## src/rtl/bk_serial_subtractor.sv

```systemverilog
// Multi-cycle WIDTH-bit subtractor (diff = a - b) processing one 4-bit slice per clock
// through a Brent-Kung prefix carry network, with a registered carry between slices.
module bk_serial_subtractor #(
  parameter int unsigned WIDTH = 16
) (
  input  logic             clk,
  input  logic             rst,
  input  logic             in_valid,
  output logic             in_ready,
  input  logic [WIDTH-1:0] a,
  input  logic [WIDTH-1:0] b,
  output logic             out_valid,
  input  logic             out_ready,
  output logic [WIDTH-1:0] diff,
  output logic             borrow,
  output logic             ovf,
  output logic             zero
);

  localparam int unsigned NSLICE = WIDTH / 4;
  localparam int unsigned CNT_W  = (NSLICE > 1) ? $clog2(NSLICE) : 1;
  localparam logic [CNT_W-1:0] LAST_SLICE = CNT_W'(NSLICE - 1);

  typedef enum logic [1:0] {
    S_IDLE,
    S_RUN,
    S_DONE
  } state_e;

  state_e           state_q, state_d;
  logic [WIDTH-1:0] a_q, a_d;
  logic [WIDTH-1:0] bn_q, bn_d;
  logic [WIDTH-1:0] acc_q, acc_d;
  logic [CNT_W-1:0] cnt_q, cnt_d;
  logic             carry_q, carry_d;
  logic [WIDTH-1:0] diff_q, diff_d;
  logic             borrow_q, borrow_d;
  logic             ovf_q, ovf_d;
  logic             zero_q, zero_d;
  logic             in_ready_q, in_ready_d;
  logic             out_valid_q, out_valid_d;

  // Current slice operands, selected by shifting so no part-select can run out of range
  logic [CNT_W+1:0] slice_sh;
  logic [WIDTH-1:0] a_sh, bn_sh;
  logic [3:0]       sa, sb;

  always_comb begin
    slice_sh = {cnt_q, 2'b00};
    a_sh     = a_q >> slice_sh;
    bn_sh    = bn_q >> slice_sh;
    sa       = a_sh[3:0];
    sb       = bn_sh[3:0];
  end

  // 4-bit Brent-Kung prefix carry network for one slice
  logic [3:0] p, g, sum;
  logic       g10, p10, g32, p32, g30, p30, g20, p20;
  logic       c1, c2, c3, cout;

  always_comb begin
    p    = sa ^ sb;
    g    = sa & sb;
    g10  = g[1] | (p[1] & g[0]);
    p10  = p[1] & p[0];
    g32  = g[3] | (p[3] & g[2]);
    p32  = p[3] & p[2];
    g30  = g32 | (p32 & g10);
    p30  = p32 & p10;
    g20  = g[2] | (p[2] & g10);
    p20  = p[2] & p10;
    c1   = g[0] | (p[0] & carry_q);
    c2   = g10 | (p10 & carry_q);
    c3   = g20 | (p20 & carry_q);
    cout = g30 | (p30 & carry_q);
    sum  = p ^ {c3, c2, c1, carry_q};
  end

  always_ff @(posedge clk or posedge rst) begin
    if (rst) begin
      state_q     <= S_IDLE;
      a_q         <= '0;
      bn_q        <= '0;
      acc_q       <= '0;
      cnt_q       <= '0;
      carry_q     <= 1'b1;
      diff_q      <= '0;
      borrow_q    <= 1'b0;
      ovf_q       <= 1'b0;
      zero_q      <= 1'b0;
      in_ready_q  <= 1'b1;
      out_valid_q <= 1'b0;
    end else begin
      state_q     <= state_d;
      a_q         <= a_d;
      bn_q        <= bn_d;
      acc_q       <= acc_d;
      cnt_q       <= cnt_d;
      carry_q     <= carry_d;
      diff_q      <= diff_d;
      borrow_q    <= borrow_d;
      ovf_q       <= ovf_d;
      zero_q      <= zero_d;
      in_ready_q  <= in_ready_d;
      out_valid_q <= out_valid_d;
    end
  end

  // Next-state logic; results are copied to the outputs only on the last slice,
  // so the held result stays intact while the next operation runs
  always_comb begin
    state_d  = state_q;
    a_d      = a_q;
    bn_d     = bn_q;
    acc_d    = acc_q;
    cnt_d    = cnt_q;
    carry_d  = carry_q;
    diff_d   = diff_q;
    borrow_d = borrow_q;
    ovf_d    = ovf_q;
    zero_d   = zero_q;

    unique case (state_q)
      S_IDLE: begin
        if (in_valid) begin
          a_d     = a;
          bn_d    = ~b;
          carry_d = 1'b1;
          cnt_d   = '0;
          state_d = S_RUN;
        end
      end
      S_RUN: begin
        acc_d   = (acc_q & ~(WIDTH'(4'hF) << slice_sh)) | (WIDTH'(sum) << slice_sh);
        carry_d = cout;
        cnt_d   = cnt_q + CNT_W'(1);
        if (cnt_q == LAST_SLICE) begin
          diff_d   = acc_d;
          borrow_d = ~cout;
          ovf_d    = c3 ^ cout;
          zero_d   = (acc_d == '0);
          cnt_d    = '0;
          state_d  = S_DONE;
        end
      end
      S_DONE: begin
        if (out_ready) begin
          state_d = S_IDLE;
        end
      end
      default: state_d = S_IDLE;
    endcase

    in_ready_d  = (state_d == S_IDLE);
    out_valid_d = (state_d == S_DONE);
  end

  assign in_ready  = in_ready_q;
  assign out_valid = out_valid_q;
  assign diff      = diff_q;
  assign borrow    = borrow_q;
  assign ovf       = ovf_q;
  assign zero      = zero_q;

endmodule

```

## config.mk

```make
export PLATFORM = sky130hd
export DESIGN_NAME = bk_serial_subtractor
export DESIGN_NICKNAME = d
export VERILOG_FILES = /design/src/rtl/bk_serial_subtractor.sv
export SDC_FILE = /design/constraint.sdc
export NUM_CORES = 1
export LEC_CHECK = 0
export CORE_AREA = 2 2 136 98
export DETAILED_ROUTE_END_ITERATION = 8
export DIE_AREA = 0 0 138 100
export MAX_ROUTING_LAYER = met4
export SLEW_MARGIN = 5
export SYNTH_ARGS = -nofsm -noshare
export SYNTH_HDL_FRONTEND = slang
export SYNTH_SLANG_ARGS = --single-unit
```

## constraint.sdc

```tcl
create_clock -name clk -period 4.1 [get_ports clk]
set_clock_uncertainty 0.2 [all_clocks]
set_input_delay 0.82 -clock clk [delete_from_list [all_inputs] [get_ports clk]]
set_output_delay 0.82 -clock clk [all_outputs]
set_load 0.1 [all_outputs]
```

==> impl_metrics.csv, run 1 <==
group,metric,value,unit
cells_and_area,n_fill_cell,1273,
placement,dp_hpwl,5430,um
critical_path,endpoint,"diff[3]$_DFFE_PP0P_",
routing,first_pass_iters,4,
sta,rsz0062_at_grt,"no",
floorplan,die_x,138,um
clocking,clk_latency,0.33,ns
critical_path,worstReg2RegStart,"cnt_q[0]$_DFFE_PP0P_",
sta,relSlewSlack,0.336,
cells_and_area,diodes,0,
synthesis,netlist.area_leader.share,0.532,
clocking,clock_sink_count,70,
synthesis,synth_top_area_cell,"dfrtp_1",
grt,antenna_found_initial,0,
floorplan,die-area,13800,sq um
synthesis,synthesis.area,3200,sq um
critical_path,reg2reg_depth,8,
routing,drtIter0Drc,85,
clocking,cts_buffers,9,
critical_path,startpoint_type,"flop",
critical_path,path_class,"reg2reg",
critical_path,worstSetupEndpointType,"flop",
grt,grt_overflow,0,
sta,finalHoldViolCount,0,
cells_and_area,area_growth,31.7,%
clocking,cts-htree-levels,3,
routing,drc,0,
critical_path,cp.required,4.17,ns
sta,worst_pin_slew,0.993,ns
floorplan,dieHeight,100,um
sta,max_freq,0.306,GHz
synthesis,synth.net_count,320,
cells_and_area,final_nets,374,
floorplan,core-area,12700,sq um
synthesis,yosysUniqueCellTypes,42,
critical_path,cp_data_arrival_time,3.33,ns
synthesis,ys_ff_latch,70,
sta,drv_slew,0,
critical_path,regToRegSetupSlack,0.84,ns
routing,drt-total-wl,7380,um
placement,port_buffers,56,
sta,setup_viol,0,
critical_path,worstReg2RegEnd,"diff[3]$_DFFE_PP0P_",
grt,grt_pass1_wl,12200,um
clocking,cts_resized,0,
synthesis,synth_warnings,0,
clocking,cts_setup_buffers,0,
grt,grtUsageTotal,0.118,
grt,grt_max_degree,50,
floorplan,initial_core_util,0.252,
critical_path,cp-startpoint,"cnt_q[0]$_DFFE_PP0P_",
cells_and_area,final_common_cell,"dfrtp_1",
sta,tns,0,ns
grt,grt_pass1_vias,2306,
placement,gp_congestion,0.866,
routing,wire_per_inst,14.8,um
routing,via_count,2263,
clocking,cts_tree,"done",
run,cap_violations,0,
clocking,ctsLongestPathBuffers,2,
cells_and_area,mostFrequentLayoutCells,"dfrtp_1, clkdlybuf4s50_1, nor2_1",
worst_hold_path,hold_path.class,"reg2reg",
routing,vias_per_cell,4.54,
clocking,cts-root-buf,"clkbuf_16",
critical_path,cp_max_fo,13,
floorplan,ioPinCount,57,
clocking,path_clk_slew,0.05,ns
clocking,cts_hold_buf,0,
synthesis,synth.avg_cell_area,11.6,sq um
cells_and_area,drive_above_1_share,0.153,
status,outcome,"finished clean",
synthesis,ys_seq_area_frac,0.549,
synthesis,synthCells,275,
synthesis,synthTopCellsByArea,"dfrtp_1, mux2_2, mux4_2",
sta,period_needed,3.26,ns
floorplan,row_count,35,
routing,ant_nets,0,
sta,post-route-period-util,0.796,
-- logic make-up (layout without fill, tap and decap cells) --
family | Yosys count | in the layout | synth area share
AO/OA/AOI/OAI | 67 | 67 | 0.146
flip-flops | 70 | 70 | 0.549
multiplexers | 25 | 25 | 0.116
buffers and inverters | 22 | 80 | 0.0329
XOR/XNOR | 3 | 3 | 0.00822
adder cells (fa/ha/maj) | 9 | 9 | 0.0376
AND/OR/NAND/NOR | 79 | 79 | 0.111
-- per-layer routing --
metal	up-vias	routed length [um]	global-route usage
met1	1105	3770	0.166
met2	68	3080	0.159
met4	0	72	0.0495
li1	1086	-	-
met5	-	0	-
met3	4	467	0.0329
-- sequential cells by signal (all words and copies together), names as in the netlist --
register,cells
cnt_q,2
out_valid,1
acc_q,12
zero,1
diff,16
carry_q,1
ovf,1
borrow,1
in_ready,1
a_q,16
state_q,2
bn_q,16
-- cell usage after synthesis (all sizes together) --
library cell,n
mux4,8
a22oi,6
o31ai,2
nand3b,1
fa,1
and2,1
nor2,35
or4,1
dfrtp,68
xor2,2
o221ai,1
a32o,5
o21a,1
nand2,31
nor3b,1
a21oi,19
o21ai,18
xnor2,1
clkbuf,10
a22o,3
inv,6
nand2b,2
a221oi,7
a21o,1
o21bai,3
dfstp,2
mux2,16
nand4b,1
buf,6
ha,8
a211oi,1
nor2b,5
nand3,1
mux2i,1
-- worst min path at each step --
stage                                     from  slack (ns)                   end  depth (start not counted)
final                      diff[8]$_DFFE_PP0P_        0.27   diff[8]$_DFFE_PP0P_                          2
after global routing       diff[8]$_DFFE_PP0P_        0.30   diff[8]$_DFFE_PP0P_                          2
after CTS                  diff[8]$_DFFE_PP0P_        0.28   diff[8]$_DFFE_PP0P_                          2
after detailed placement   diff[8]$_DFFE_PP0P_        0.27   diff[8]$_DFFE_PP0P_                          2
after global placement      borrow$_DFFE_PP0P_        0.26    borrow$_DFFE_PP0P_                          2
after floorplan           acc_q[0]$_DFFE_PP0P_        0.25  acc_q[0]$_DFFE_PP0P_                          2
-- critical path, cell delays in order (launching register included) --
cell and delay [ns]:
dfrtp_1 0.56, buf_4 0.28, mux4_2 0.51, ha_1 0.32, o21ai_0 0.08, o21bai_1 0.29, xor2_1 0.62, a221oi_1 0.18
nor2_1 0.15
-- stage by stage --
stage | instance area (sq um) | hold slack (ns) | std cells | util | worst slack [ns]
after floorplan | 3200 | 0.251 | 275 | - | 0.926
after detailed placement | 3920 | 0.271 | 484 | 0.309 | 0.834
after global placement | 3920 | 0.262 | 484 | 0.309 | 0.866
after CTS | 4210 | 0.282 | 499 | 0.332 | 0.821
final | 4210 | 0.274 | 499 | 0.332 | 0.836
after global routing | 4210 | 0.298 | 499 | 0.332 | 0.606
-- cell type report --
| class | count | area (sq um) | area share |
|---|---|---|---|
| clock buffers | 15 | 288 | 0.0684 |
| well taps | 166 | 208 | 0.0493 |
| multi-input cells | 183 | 1340 | 0.319 |
| flip-flops and latches | 70 | 1750 | 0.417 |
| repair buffers | 59 | 596 | 0.141 |
| inverters | 6 | 22.5 | 0.00535 |
Power of run 1 is not shown: default switching activity piles up to over one toggle a cycle in this logic, so the estimate is an artifact.
==> inputs of run 2 (changes only) <==
Clock period 4.1 ns to 2.8 ns, I/O delays scaled along.
==> run 2 against run 1 <==
- the flow now finishes with violations (setup timing)
- sequential share of layout area shrank 2.9 points
- largest cell class unchanged
- global-route usage grew 0.73 points
- non-clock buffer count grew 24
- hold slack gained 0.010 ns
- maximum frequency grew 13%
- critical path depth shrank 1
- sequential cell count is the same
- die area is the same
==> impl_metrics.csv, run 2 (synthesized netlist as in run 1, its figures left out) <==
group,metric,value,unit
critical_path,cp_data_arrival_time,2.93,ns
placement,dp_hpwl,5640,um
sta,period_needed,2.88,ns
sta,setup_viol,1,
floorplan,core-area,12700,sq um
grt,use_met1,0.174,
routing,drtIter0Drc,160,
routing,drc,0,
sta,drv_slew,0,
clocking,cts_hold_buf,0,
grt,met3_usage,0.0444,
grt,busiest_layer,"met1",
grt,grt_pass1_vias,2410,
critical_path,cpPeakStageDelay,0.56,ns
grt,grt_pass1_wl,13000,um
critical_path,worstSetupEndpointType,"flop",
routing,first_pass_iters,4,
sta,rsz0062_at_grt,"yes",
grt,grtUsageMet2,0.174,
clocking,cts_tree,"done",
cells_and_area,final_core_util,0.357,
floorplan,initial_core_util,0.252,
routing,drt-total-wl,7800,um
floorplan,die_x,138,um
clocking,cts-htree-levels,3,
critical_path,path_class,"reg2reg",
grt,grt_overflow,0,
sta,finalHoldViolCount,0,
floorplan,dieHeight,100,um
critical_path,startpoint_type,"flop",
status,outcome,"complete, but fails checks",
cells_and_area,n_fill_cell,1256,
routing,vias_per_cell,4.45,
critical_path,cp_max_fo,7,
critical_path,cp.required,2.85,ns
clocking,clk_latency,0.33,ns
clocking,path_clk_slew,0.06,ns
clocking,cts-root-buf,"clkbuf_16",
routing,via_count,2332,
critical_path,slowest_stage,"mux4_2",
cells_and_area,area_growth,41.7,%
cells_and_area,final_nets,398,
cells_and_area,mostFrequentLayoutCells,"dfrtp_1, buf_4, nor2_1, clkdlybuf4s50_1, nand2_1",
routing,wire_per_inst,14.9,um
run,cap_violations,0,
sta,post-route-period-util,1.03,
sta,max_freq,0.347,GHz
floorplan,ioPinCount,57,
clocking,ctsLongestPathBuffers,2,
status,violations,"setup timing",
sta,relSlewSlack,0.705,
placement,gp_congestion,0.898,
critical_path,path_cells,"mux4_2 -> fa_2 -> xor2_4 -> a22oi_4 -> o221ai_2 -> or4_4 -> o31ai_2",
cells_and_area,drive_above_1_share,0.318,
clocking,clock_sink_count,70,
clocking,cts_buffers,9,
cells_and_area,final_common_cell,"dfrtp_1",
placement,port_buffers,56,
sta,worst_pin_slew,0.441,ns
grt,grt_max_degree,71,
floorplan,die-area,13800,sq um
floorplan,row_count,35,
grt,antenna_found_initial,0,
grt,grtUsageTotal,0.125,
routing,ant_nets,0,
placement,place_ws,-0.255,ns
worst_hold_path,hold_path.class,"reg2reg",
cells_and_area,diodes,0,
sta,final.setup.worst_slack,-0.0786,ns
-- run 2: cell count changes in the layout (fill, tap and decap cells not counted), sizes merged --
cell	before	now
clkinvlp	0	2
bufinv	0	3
buf	3	48
clkbuf	15	11
clkdlybuf4s50	56	35
-- run 2: critical path: cells and delay by family, from the launching register on --
kind,cells,cell delay [ns]
compound gates,3,0.44
xor+xnor,1,0.19
fa+ha+maj,1,0.42
flops,1,0.45
mux,1,0.56
simple gates,1,0.52
-- run 2: worst paths after layout --
| kind | start | end | slack [ns] | cells past startpoint |
|---|---|---|---|---|
| worst min-delay path | ovf$_DFFE_PP0P_ | ovf$_DFFE_PP0P_ | 0.28 | 2 |
| min in group asynchronous | rst | diff[13]$_DFFE_PP0P_ | 0.43 | 3 |
| worst max-delay path | cnt_q[0]$_DFFE_PP0P_ | zero$_DFFE_PP0P_ | -0.08 | 7 |
| max in group asynchronous | rst | carry_q$_DFFE_PP1P_ | 1.65 | 3 |
| worst min register to register | ovf$_DFFE_PP0P_ | ovf$_DFFE_PP0P_ | 0.28 | 2 |
| worst max register to register | cnt_q[0]$_DFFE_PP0P_ | zero$_DFFE_PP0P_ | -0.08 | 7 |
-- run 2: cell type report --
type / instances / area (sq um) / share of cell area
inverters: 6 / 22.5 / 0.00497
well taps: 166 / 208 / 0.0458
multi-input cells: 183 / 1440 / 0.318
repair buffers: 83 / 748 / 0.165
clock inverters: 5 / 105 / 0.0232
clock buffers: 11 / 253 / 0.0558
flip-flops and latches: 70 / 1760 / 0.387
-- run 2: stage by stage --
step / TNS, ns / area (sq um) / cells / hold WS [ns]
6_report: -0.0786 / 4530 / 524 / 0.284
5_1_grt: -0.579 / 4530 / 524 / 0.313
4_1_cts: -0.0932 / 4420 / 519 / 0.291
3_5_place_dp: -0.850 / 4020 / 500 / 0.277
3_3_place_gp: -0.272 / 4020 / 500 / 0.262
2_1_floorplan: -0.180 / 3220 / 275 / 0.251
-- run 2: timing repair --
item                       in CTS  in global routing
cloned                          0                  0
pin swaps                       3                  2
setup buffers                   3                  5
gates resized for setup         4                 14
setup endpoints to repair      11                 12
-- run 2: per-layer routing --
metal	part of all wire	vias to the layer above
met5	0	-
met1	0.53	1152
met4	0.0092	0
met2	0.42	43
li1	-	1129
met3	0.041	8
Power of run 2 is left out for the same reason.
==> inputs of run 3 (changes only) <==
Settings changed: CELL_PAD_IN_SITES_DETAIL_PLACEMENT set to 1, CELL_PAD_IN_SITES_GLOBAL_PLACEMENT set to 1, PLACE_DENSITY_LB_ADDON set to 0.1.
==> run 3 against run 2 <==
- the run still ends with setup timing left
- critical path depth did not move
- maximum frequency hardly changed
- cell count is 0.19% higher
- critical path type unchanged
- die area is the same
- sequential share of layout area up 0.43 points
- sequential cell count is the same
- first-iteration DRC count down 36%
- worst setup slack better by 0.00079 ns
- register-to-register slack about the same
- highest routed layer unchanged
- wire length up 11%
- final area down 1.1%
==> impl_metrics.csv, run 3 (synthesized netlist as in run 1, its figures left out) <==
group,metric,value,unit
status,outcome,"complete, but fails checks",
status,violations,"setup timing",
worst_hold_path,hold_path.class,"reg2reg",
floorplan,row_count,35,
sta,final.setup.worst_slack,-0.0778,ns
critical_path,cp_max_fo,6,
placement,port_buffers,56,
sta,finalHoldViolCount,0,
critical_path,cp_data_arrival_time,2.92,ns
clocking,clk_latency,0.33,ns
critical_path,startpoint_type,"flop",
clocking,cts-root-buf,"clkbuf_16",
floorplan,ioPinCount,57,
grt,grtUsageTotal,0.138,
floorplan,die-area,13800,sq um
routing,vias_per_cell,4.58,
critical_path,worstReg2RegStart,"cnt_q[0]$_DFFE_PP0P_",
clocking,path_clk_slew,0.05,ns
clocking,cts-htree-levels,3,
sta,period_needed,2.88,ns
cells_and_area,area_growth,40.2,%
grt,grt_overflow,0,
critical_path,cp.required,2.84,ns
floorplan,die_x,138,um
clocking,cts_buffers,9,
sta,relSlewSlack,0.571,
critical_path,reg2reg_depth,7,
routing,ant_nets,0,
grt,grt_pass1_wl,14300,um
cells_and_area,final_nets,399,
floorplan,initial_core_util,0.252,
clocking,clock_sink_count,70,
grt,antenna_found_initial,0,
run,cap_violations,0,
clocking,cts_tree,"done",
clocking,ctsLongestPathBuffers,2,
cells_and_area,diodes,0,
sta,drv_slew,0,
routing,wire_per_inst,16.5,um
worst_hold_path,whs_path_depth,2,
floorplan,core-area,12700,sq um
critical_path,path_class,"reg2reg",
routing,drtIter0Drc,103,
cells_and_area,final_common_cell,"dfrtp_1",
grt,grt_pass1_vias,2548,
worst_hold_path,hold_path_end,"diff[9]$_DFFE_PP0P_",
routing,drt-total-wl,8680,um
sta,worst_pin_slew,0.641,ns
routing,first_pass_iters,4,
placement,gp_congestion,0.876,
routing,drc,0,
critical_path,worstReg2RegEnd,"zero$_DFFE_PP0P_",
sta,setup_viol,1,
critical_path,regToRegSetupSlack,-0.08,ns
floorplan,dieHeight,100,um
cells_and_area,mostFrequentLayoutCells,"dfrtp_1, buf_4, nor2_1, clkdlybuf4s50_1, nand2_1",
worst_hold_path,min_from,"diff[9]$_DFFE_PP0P_",
critical_path,path_cells,"mux4_2 -> fa_2 -> xor2_4 -> a22oi_4 -> o221ai_2 -> or4_4 -> o31ai_2",
cells_and_area,drive_above_1_share,0.309,
critical_path,worstSetupEndpointType,"flop",
sta,post-route-period-util,1.03,
critical_path,cpPeakStageDelay,0.56,ns
grt,grt_max_degree,49,
routing,via_count,2407,
critical_path,slowest_stage,"mux4_2",
sta,rsz0062_at_grt,"yes",
placement,dp_hpwl,6440,um
sta,max_freq,0.347,GHz
cells_and_area,final_core_util,0.353,
run 3: area by class of cell:
type | count | area [sq um]
Sequential cell | 70 | 1760
Tap cell | 166 | 208
Clock inverter | 1 | 5.00
Fill cell | 1401 | 8220
Multi-Input combinational cell | 183 | 1470
Timing Repair Buffer | 84 | 763
Inverter | 6 | 22.5
Clock buffer | 15 | 258
run 3: how the worst max path moves through the flow:
stage	cells after the start	startpoint	end	slack, ns
4_1_cts	6	cnt_q[0]$_DFFE_PP0P_	zero$_DFFE_PP0P_	-0.13
3_5_place_dp	7	cnt_q[0]$_DFFE_PP0P_	zero$_DFFE_PP0P_	-0.24
6_report	7	cnt_q[0]$_DFFE_PP0P_	zero$_DFFE_PP0P_	-0.08
2_1_floorplan	9	cnt_q[0]$_DFFE_PP0P_	zero$_DFFE_PP0P_	-0.18
3_3_place_gp	7	cnt_q[0]$_DFFE_PP0P_	zero$_DFFE_PP0P_	-0.16
5_1_grt	7	cnt_q[0]$_DFFE_PP0P_	zero$_DFFE_PP0P_	-0.18
run 3: routing by layer:
layer / vias to the layer above / global-route usage / routed length [um]
li1: 1136 / - / -
met1: 1222 / 0.207 / 4730
met2: 41 / 0.185 / 3580
met3: 8 / 0.0367 / 291
met4: 0 / 0.0314 / 78
met5: - / - / 0
run 3: critical path: cells and delay by family (launching register included):
family / cells / cell delay [ns]
adders and majority gates: 1 / 0.42
AOI/OAI and AO/OA: 3 / 0.46
muxes: 1 / 0.56
and+or+nand+nor: 1 / 0.52
xor gates and xnor gates: 1 / 0.19
DFF: 1 / 0.44
run 3: metrics by stage:
stage	hold WS (ns)	TNS (ns)	cell area [sq um]	instances	worst slack [ns]
global placement	0.262	-0.344	4060	504	-0.159
global route	0.314	-0.567	4480	525	-0.183
CTS	0.287	-0.253	4360	521	-0.126
detailed placement	0.275	-0.793	4060	504	-0.240
floorplan	0.251	-0.180	3220	275	-0.180
finish	0.282	-0.0778	4480	525	-0.0778
run 3: timing repair:
action                     4_1_cts  5_1_grt
hold buffers                     0        0
pin swaps                        4        9
setup endpoints to repair       11       14
resized for setup                5       15
buffers inserted                 1        4
cloned                           0        0
Power of run 3 is left out for the same reason.
